**src/rtl/attribute_emitter.sv**
```systemverilog
// rtl/attribute_emitter.sv - serializes an attribute type code and value as "name=digits" plus terminator
//
// Purpose: capture an attribute type and an unsigned value, convert the value to
// BCD (shift-add-3, one bit per cycle), then stream the attribute name, '=',
// the decimal digits (MSD first, leading zeros suppressed) and a terminator,
// one character per out_valid/out_ready handshake.
//
// Ports:
//   clock, reset          system clock, synchronous active-high reset
//   start                 request, sampled in IDLE and FIN only
//   in_type, in_value     attribute code and value, captured on accepted start
//   out_char, out_valid   character stream towards the writer
//   out_ready             downstream accepts out_char this cycle
//   busy                  operation in progress (CHECK through TERM)
//   done                  one-cycle pulse at the end of every emission
//   error                 one-cycle pulse with done when the type code is invalid

module attribute_emitter #(
    parameter int          TYPE_W = 4,
    parameter int          VAL_W  = 16,
    parameter int          DIG    = 5,      // must cover ceil(VAL_W*log10(2)) digits
    parameter logic [7:0]  TERM   = 8'h20
) (
    input  logic              clock,
    input  logic              reset,
    input  logic              start,
    input  logic [TYPE_W-1:0] in_type,
    input  logic [VAL_W-1:0]  in_value,
    output logic [7:0]        out_char,
    output logic              out_valid,
    input  logic              out_ready,
    output logic              busy,
    output logic              done,
    output logic              error
);

    typedef enum logic [2:0] {
        S_IDLE,
        S_CHECK,
        S_CONVERT,
        S_NAME,
        S_EQ,
        S_DIGITS,
        S_TERM,
        S_FIN
    } state_t;

    localparam int                CNT_W    = $clog2(VAL_W + 1);
    // Index serves both as name position (0..9) and digit position (0..DIG-1).
    localparam int                IDX_W    = (DIG > 10) ? $clog2(DIG) : 4;
    localparam logic [TYPE_W-1:0] MAX_TYPE = TYPE_W'(10);

    state_t              state_q, state_d;
    logic [TYPE_W-1:0]   type_q,  type_d;
    logic [VAL_W-1:0]    bin_q,   bin_d;
    logic [4*DIG-1:0]    bcd_q,   bcd_d;
    logic [CNT_W-1:0]    cnt_q,   cnt_d;
    logic [IDX_W-1:0]    idx_q,   idx_d;
    logic                err_q,   err_d;

    // Name table: strings left-aligned in 80 bits so character i sits at
    // bits [79-8*i -: 8] regardless of name length.
    logic [79:0]         name_str;
    logic [IDX_W-1:0]    name_len;

    always_comb begin
        name_str = '0;
        name_len = '0;
        case (int'(type_q))
            0:  begin name_str = {"color",      40'h0}; name_len = IDX_W'(5);  end
            1:  begin name_str = {"size",       48'h0}; name_len = IDX_W'(4);  end
            2:  begin name_str = {"width",      40'h0}; name_len = IDX_W'(5);  end
            3:  begin name_str = {"height",     32'h0}; name_len = IDX_W'(6);  end
            4:  begin name_str = {"src",        56'h0}; name_len = IDX_W'(3);  end
            5:  begin name_str = {"href",       48'h0}; name_len = IDX_W'(4);  end
            6:  begin name_str = "background";          name_len = IDX_W'(10); end
            7:  begin name_str = {"padding",    24'h0}; name_len = IDX_W'(7);  end
            8:  begin name_str = {"margin",     32'h0}; name_len = IDX_W'(6);  end
            9:  begin name_str = {"border",     32'h0}; name_len = IDX_W'(6);  end
            10: begin name_str = {"position",   16'h0}; name_len = IDX_W'(8);  end
            default: begin name_str = '0; name_len = '0; end
        endcase
    end

    // Double-dabble step: add 3 to every BCD nibble >= 5, then shift in the
    // next binary MSB.
    logic [4*DIG-1:0] bcd_adj;
    logic [4*DIG-1:0] bcd_shift;

    always_comb begin
        bcd_adj = '0;
        for (int i = 0; i < DIG; i++) begin
            if (bcd_q[4*i +: 4] >= 4'd5) begin
                bcd_adj[4*i +: 4] = bcd_q[4*i +: 4] + 4'd3;
            end else begin
                bcd_adj[4*i +: 4] = bcd_q[4*i +: 4];
            end
        end
        bcd_shift = (bcd_adj << 1) | {{(4*DIG-1){1'b0}}, bin_q[VAL_W-1]};
    end

    // Position of the most significant non-zero digit; 0 when the value is 0,
    // which yields the single "0".
    logic [IDX_W-1:0] msd_idx;

    always_comb begin
        msd_idx = '0;
        for (int i = 0; i < DIG; i++) begin
            if (bcd_q[4*i +: 4] != 4'd0) begin
                msd_idx = IDX_W'(i);
            end
        end
    end

    logic [3:0] cur_digit;
    assign cur_digit = bcd_q[4*int'(idx_q) +: 4];

    always_ff @(posedge clock) begin
        if (reset) begin
            state_q <= S_IDLE;
            type_q  <= '0;
            bin_q   <= '0;
            bcd_q   <= '0;
            cnt_q   <= '0;
            idx_q   <= '0;
            err_q   <= 1'b0;
        end else begin
            state_q <= state_d;
            type_q  <= type_d;
            bin_q   <= bin_d;
            bcd_q   <= bcd_d;
            cnt_q   <= cnt_d;
            idx_q   <= idx_d;
            err_q   <= err_d;
        end
    end

    logic xfer;

    always_comb begin
        state_d   = state_q;
        type_d    = type_q;
        bin_d     = bin_q;
        bcd_d     = bcd_q;
        cnt_d     = cnt_q;
        idx_d     = idx_q;
        err_d     = err_q;
        out_char  = 8'h00;
        out_valid = 1'b0;
        busy      = 1'b0;
        done      = 1'b0;
        error     = 1'b0;
        xfer      = 1'b0;

        case (state_q)
            S_IDLE, S_FIN: begin
                if (state_q == S_FIN) begin
                    done    = 1'b1;
                    error   = err_q;
                    state_d = S_IDLE;
                end
                // FIN accepts a start too, making back-to-back requests legal.
                if (start) begin
                    type_d  = in_type;
                    bin_d   = in_value;
                    bcd_d   = '0;
                    cnt_d   = '0;
                    idx_d   = '0;
                    err_d   = 1'b0;
                    state_d = S_CHECK;
                end
            end

            S_CHECK: begin
                busy  = 1'b1;
                cnt_d = '0;
                if (type_q > MAX_TYPE) begin
                    err_d   = 1'b1;
                    state_d = S_FIN;
                end else begin
                    state_d = S_CONVERT;
                end
            end

            S_CONVERT: begin
                busy  = 1'b1;
                bcd_d = bcd_shift;
                bin_d = bin_q << 1;
                cnt_d = cnt_q + 1'b1;
                if (cnt_q == CNT_W'(VAL_W - 1)) begin
                    idx_d   = '0;
                    state_d = S_NAME;
                end
            end

            S_NAME: begin
                busy      = 1'b1;
                out_valid = 1'b1;
                out_char  = name_str[79 - 8*int'(idx_q) -: 8];
                xfer      = out_ready;
                if (xfer) begin
                    if (idx_q == name_len - IDX_W'(1)) begin
                        state_d = S_EQ;
                    end else begin
                        idx_d = idx_q + 1'b1;
                    end
                end
            end

            S_EQ: begin
                busy      = 1'b1;
                out_valid = 1'b1;
                out_char  = 8'h3D;
                xfer      = out_ready;
                if (xfer) begin
                    idx_d   = msd_idx;
                    state_d = S_DIGITS;
                end
            end

            S_DIGITS: begin
                busy      = 1'b1;
                out_valid = 1'b1;
                out_char  = {4'h3, cur_digit};
                xfer      = out_ready;
                if (xfer) begin
                    if (idx_q == '0) begin
                        state_d = S_TERM;
                    end else begin
                        idx_d = idx_q - 1'b1;
                    end
                end
            end

            S_TERM: begin
                busy      = 1'b1;
                out_valid = 1'b1;
                out_char  = TERM;
                xfer      = out_ready;
                if (xfer) begin
                    state_d = S_FIN;
                end
            end

            default: begin
                state_d = S_IDLE;
            end
        endcase
    end

endmodule
```
**config.mk**
```make
export PLATFORM = sky130hd
export DESIGN_NAME = attribute_emitter
export DESIGN_NICKNAME = d
export VERILOG_FILES = /design/src/rtl/attribute_emitter.sv
export SDC_FILE = /design/constraint.sdc
export NUM_CORES = 1
export LEC_CHECK = 0
export BUFFER_PORTS_ARGS = -buffer_cell sky130_fd_sc_hd__buf_2
export CAP_MARGIN = 0
export CELL_PAD_IN_SITES_DETAIL_PLACEMENT = 1
export CELL_PAD_IN_SITES_GLOBAL_PLACEMENT = 1
export CORE_MARGIN = 3
export CORE_UTILIZATION = 30
export CTS_CLUSTER_DIAMETER = 120
export DETAILED_ROUTE_END_ITERATION = 12
export PLACE_DENSITY = 0.61
export SLEW_MARGIN = 25
export SYNTH_ARGS = -nofsm -noshare
export SYNTH_HDL_FRONTEND = slang
export SYNTH_SLANG_ARGS = --single-unit
```
**constraint.sdc**
```tcl
create_clock -name clock -period 2.85 [get_ports clock]
set_clock_uncertainty 0.15 [all_clocks]
set_input_delay 0.1425 -clock clock [delete_from_list [all_inputs] [get_ports clock]]
set_output_delay 0.1425 -clock clock [all_outputs]
set_load 0.05 [all_outputs]
```
* After elaboration in Yosys (flattened, before gate mapping) *
Memories as Yosys holds them, arrays and structs flattened. A register that Yosys moved wholly into a read port is not among the register bits.
Cells that the tools add are included.

cells by class
  reduce and logical (&&, ||, !) cells = 19
  bitwise logic cells = 1
  mux-type cells = 46
  magnitude comparators = 6
  shifts and indexed selects = 2
  eq/ne operators = 21
  add/subtract/negate cells = 10

operators by type and width
  operator                                                            number
  variable part select 87 x 8 -> 8 bit                                1
  two-way mux 4 bit                                                   16
  one-hot mux 20 bit (2 select lines)                                 1
  two-way mux 3 bit                                                   11
  one-hot mux 16 bit (2 select lines)                                 1
  one-hot mux 8 bit (4 select lines)                                  1
  != test 2 bit (second input constant)                               11
  one-hot mux 3 bit (7 select lines)                                  1
  greater-or-equal comparator 4 x 3 -> 1 bit (second input constant)  5
  two-way mux 20 bit                                                  1
  OR 20 x 1 -> 20 bit                                                 1
  one-hot mux 4 bit (5 select lines)                                  1
  variable part select 20 x 7 -> 4 bit                                1
  adder 4 x 2 -> 4 bit (second input constant)                        4
  two-way mux 16 bit                                                  1
  AND reduction 8 bit                                                 2
  nonzero test 4 bit                                                  4
  one-hot mux 5 bit (3 select lines)                                  1
  equality test 3 bit (second input constant)                         4
  two-way mux 1 bit                                                   9
  subtractor 4 x 1 -> 4 bit (second input constant)                   2
  subtractor 7 x 7 -> 8 bit (first input constant)                    1
  equality test 3 x 2 -> 1 bit (second input constant)                2
  AND reduction 2 bit                                                 3
  other kinds (19)                                                    20

word-level totals
  register bits = 53
  ROM bits = 1072
  bits of input ports = 24
  output and inout bits = 12
  logic and storage cells = 113
  memories = 1

memory list
  memory           depth  bits a word  read ports  clocked after Yosys merged registers in  write ports  RTL line  text
  (no name shown)  16     67           1           1                                        0            69        case (int'(type_q))

* Depth between registers and ports, before layout *
  depth in word-level cells = 7
  mapped depth = 10
  mapped depth without buffers = 8

* Worst setup path after synthesis *
Ideal clock, no wire load.

  path kind = register to output
  start point = register idx_q[1]
  end point = output port out_char[3]
  data required time = 2558 ps
  arrival time = 3466 ps
  stages on the path, launching flop included = 9
  path buffers = 1
  slack = -908 ps
  cells stage by stage = dfxtp_1 -> clkbuf_1 -> inv_1 -> ha_1 -> nor2_1 -> inv_1 -> o22ai_1 -> nand2_1 -> o311ai_0

on the way
  word-level cells in the longest chain between the ends = 3
  elaborated cells between the ends (all ways) = 4
  those cells by class = add/sub (1); shift (2); mux (1)

ends and longest elaborated chain
  item                                    RTL line  text
  start: declaration                      58        logic [IDX_W-1:0] idx_q, idx_d;
  start signal: assignment                133       idx_q <= idx_d;
  subtractor 7 x 7 -> 8 bit               199       out_char = name_str[79 - 8*int'(idx_q) -: 8];
  variable part select 87 x 8 -> 8 bit    199
  one-hot mux 8 bit (4 select lines) (*)  155       case (state_q)
  end: declaration                        29        output logic [7:0] out_char,

Every way passes the cells marked *; elsewhere a longest branch is shown, timed or not.

* Final worst setup path *
  start point = register idx_q[0]
  end point = output port out_char[5]

on the way
  word-level cells in the longest chain between the ends = 3

ends and longest elaborated chain
  item                                  RTL line
  subtractor 7 x 7 -> 8 bit             199
  variable part select 87 x 8 -> 8 bit  199
  one-hot mux 8 bit (4 select lines)    155

Every way passes these cells.

==> metrics.txt <==
Comb pwr share=42.7%; core area=0.0174 mm^2; Die ar.=a little under 0.02 mm^2; Psw=0.00224 W; Avg WL per Cell=17.5 um; clock slew at reported path FFs=roughly 70 ps; Worst Hold Margin=141 ps; type of origin of the critical path=flop; crit path DAT=2370 ps; RD Place Congestion=0.862; yosys warns=0; input/output buffers=34; Required @ worst endpoint=2560 ps; power per cell area=877 mW/mm^2; final period utilization=93.6%; vias=~5000; Hold Vio Cnt, Final=0; initial core utilization=30.8%; detailed placer's ending HPWL=around 12000 um; Die Wd=140 um; IO Pins=36; initial antenna violation count=0; clock buffer count from CTS=9; fraction of layout cells with a size suffix above 1=between 10% and 20%; sw frac=40.1%; H-tree levels=3; Worst Tran Pin Value=566 ps; Iter 0 DRT Violations=192; Detailed Routing Iterations Pass 1=4; clock power share=25.4%; Worst VDD drop=0.499 mV; setup violators final=0; synth cell count leaders=91 x dfxtp_1, 78 x nand2_1, 63 x nor2_1, 53 x a21oi_1, 35 x o21ai_0; Syn Nets=724; GRT Util Overall=17.1%; Via density=5.29; main area contributors after synthesis=dfxtp_1 34%, ha_1 6.8%, nand2_1 5.5%; wire length after detailed routing=16400 um; Synth Area per Inst=8.02 um^2; Vert. Die Dim=140 um; Critical path origin=idx_q[0]; Crit Path Category=reg -> out; top_reg_cell synth=dfxtp_1; diodes inserted=0; Congestion Overflow GR=0; Clock Latency Late Sink=360 ps; post-layout net count=760; Critical Path End Type=primary output; slew margin rel.=61.2%; Worst Path Max Fanout=17; Routed Antenna Nets=0; Leakage Power=2.54 nW; Max clock buf depth=2; Tightest Hold Check Type=in -> reg; number of fill cells=2085; RSZ-0062 raised after global routing=no; worst reg2reg startpoint=cnt_q[0]; status=completed; drt drc=0; Flop pwr share=a little under a third; largest net degree at the start of global routing=59; post-synthesis cell count=670; final slew viol count=0; library cells used by synthesis=61; max cap viols=0; P_int=about 0.0034 W; Post-synth ARST share=0%; post-synthesis sequential area ratio=33.9%; vias in the first global route=5241; share of the synthesized area in the top cell type=33.9%; FP Rows=48; global-route wire length before repair=27300 um; CTS tree=built; setup bufs post-CTS=0; most frequent cell after synthesis=dfxtp_1; HP Start=in_type[0]; Yosys reg bits=91; EDFF count, synth=0; cell taking the most area after synthesis=dfxtp_1; min cycle time layout=between 2000 and 3000 ps; CTS Sinks=91; Fmax=about 370 MHz; root buffer cell=clkbuf_16; R2R setup slack=270 ps; synthesis-to-layout area growth=18.7%; Post-Synthesis Cell Area=0.00537 mm^2; Total Power=around 0.0056 W
repair_timing:
action                                  in CTS  in global routing
hold buffers                                18                  0
endpoints found under the hold margin       18                  0
endpoints found under the setup margin       6                  6
resized for setup                            1                  5
worst paths after layout:
kind	end	depth (start not counted)
setup / recovery	out_char[5]	7
hold / removal	type_q[0]	3
setup reg to reg	state_q[2]	8
hold reg to reg	bcd_q[0]	2
layer usage:
layer  part of all wire (%)  routed length [um]  vias up  track usage (%)
met1                     46                7480     2433             20.8
met3                    2.3                 376       21             2.82
met4                    2.0                 330        0             5.97
li1                       -                   -     2437                -
met5                      0                   0        -                0
met2                     50                8200       60             30.6
registers in the layout (all words and copies together), names as in the netlist:
| register | cells |
|---|---|
| state_q | 3 |
| bcd_q | 20 |
| bin_q | 16 |
| name_len | 3 |
| err_q | 1 |
| cnt_q | 5 |
| type_q | 4 |
| idx_q | 4 |
| name_str | 35 |
layout by cell type, fill, tap and decap left out, types with 9 or more instances in the layout:
master and n:
nor3_1 23, buf_2 33, nand2_1 78, dfxtp_1 90
nand2b_1 16, a311oi_1 16, inv_1 32, xnor2_1 11
buf_4 21, nand3_1 27, clkbuf_16 9, a21oi_1 53
nor2_1 62, dlygate4sd3_1 18, o21ai_0 33, a31oi_1 11
mux2i_1 16, ha_1 28
critical path, stage by stage (launching register included):
cell and delay, ps:
dfxtp_2 640, buf_4 300, mux2i_1 190, o21ai_0 80, a32o_1 220, nor2_1 270
o21ai_2 100, buf_2 210
logic make-up after synthesis:
kind of cell,synth area share [%]
simple gates,21.7
compound gates,20.2
flops,33.9
buf+inv,5.99
mux,7.92
fa+ha+maj,7.13
xor+xnor,3.05
other cells,0.0698
final cells by class:
class / count / area, um^2 / share of cell area, %
clock buffer: 9 / 225 / 3.53
inverter: 33 / 124 / 1.94
tap: 225 / 282 / 4.42
clock inverter: 7 / 124 / 1.94
multi-input combinational: 499 / 3290 / 51.7
sequential: 91 / 1820 / 28.6
timing repair buffer: 72 / 503 / 7.89
per-stage QoR:
stage | setup TNS, ps | area (um^2) | setup slack [ps] | std cells | utilization, %
after global placement | 0 | 5830 | 261 | 902 | 33.4
final | 0 | 6370 | 183 | 936 | 36.6
after floorplan | -314 | 5410 | -314 | 670 | -
after detailed placement | 0 | 5830 | 200 | 902 | 33.4
after global routing | 0 | 6370 | 2.73 | 936 | 36.6
after CTS | 0 | 6360 | 31.4 | 936 | 36.5
power groups by stage:
| stage | Clock [W] | Combinational (W) | Sequential [W] |
|---|---|---|---|
| 4_1_cts | 0.00146 | 0.00240 | 0.00179 |
| 2_1_floorplan | 0 | 0.00179 | 0.00171 |
| 3_5_place_dp | 0 | 0.00237 | 0.00181 |
| 5_1_grt | 0.00151 | 0.00265 | 0.00184 |
| 3_3_place_gp | 0 | 0.00231 | 0.00180 |
| 6_report | 0.00142 | 0.00239 | 0.00179 |
(Power assumes the default switching activity.)
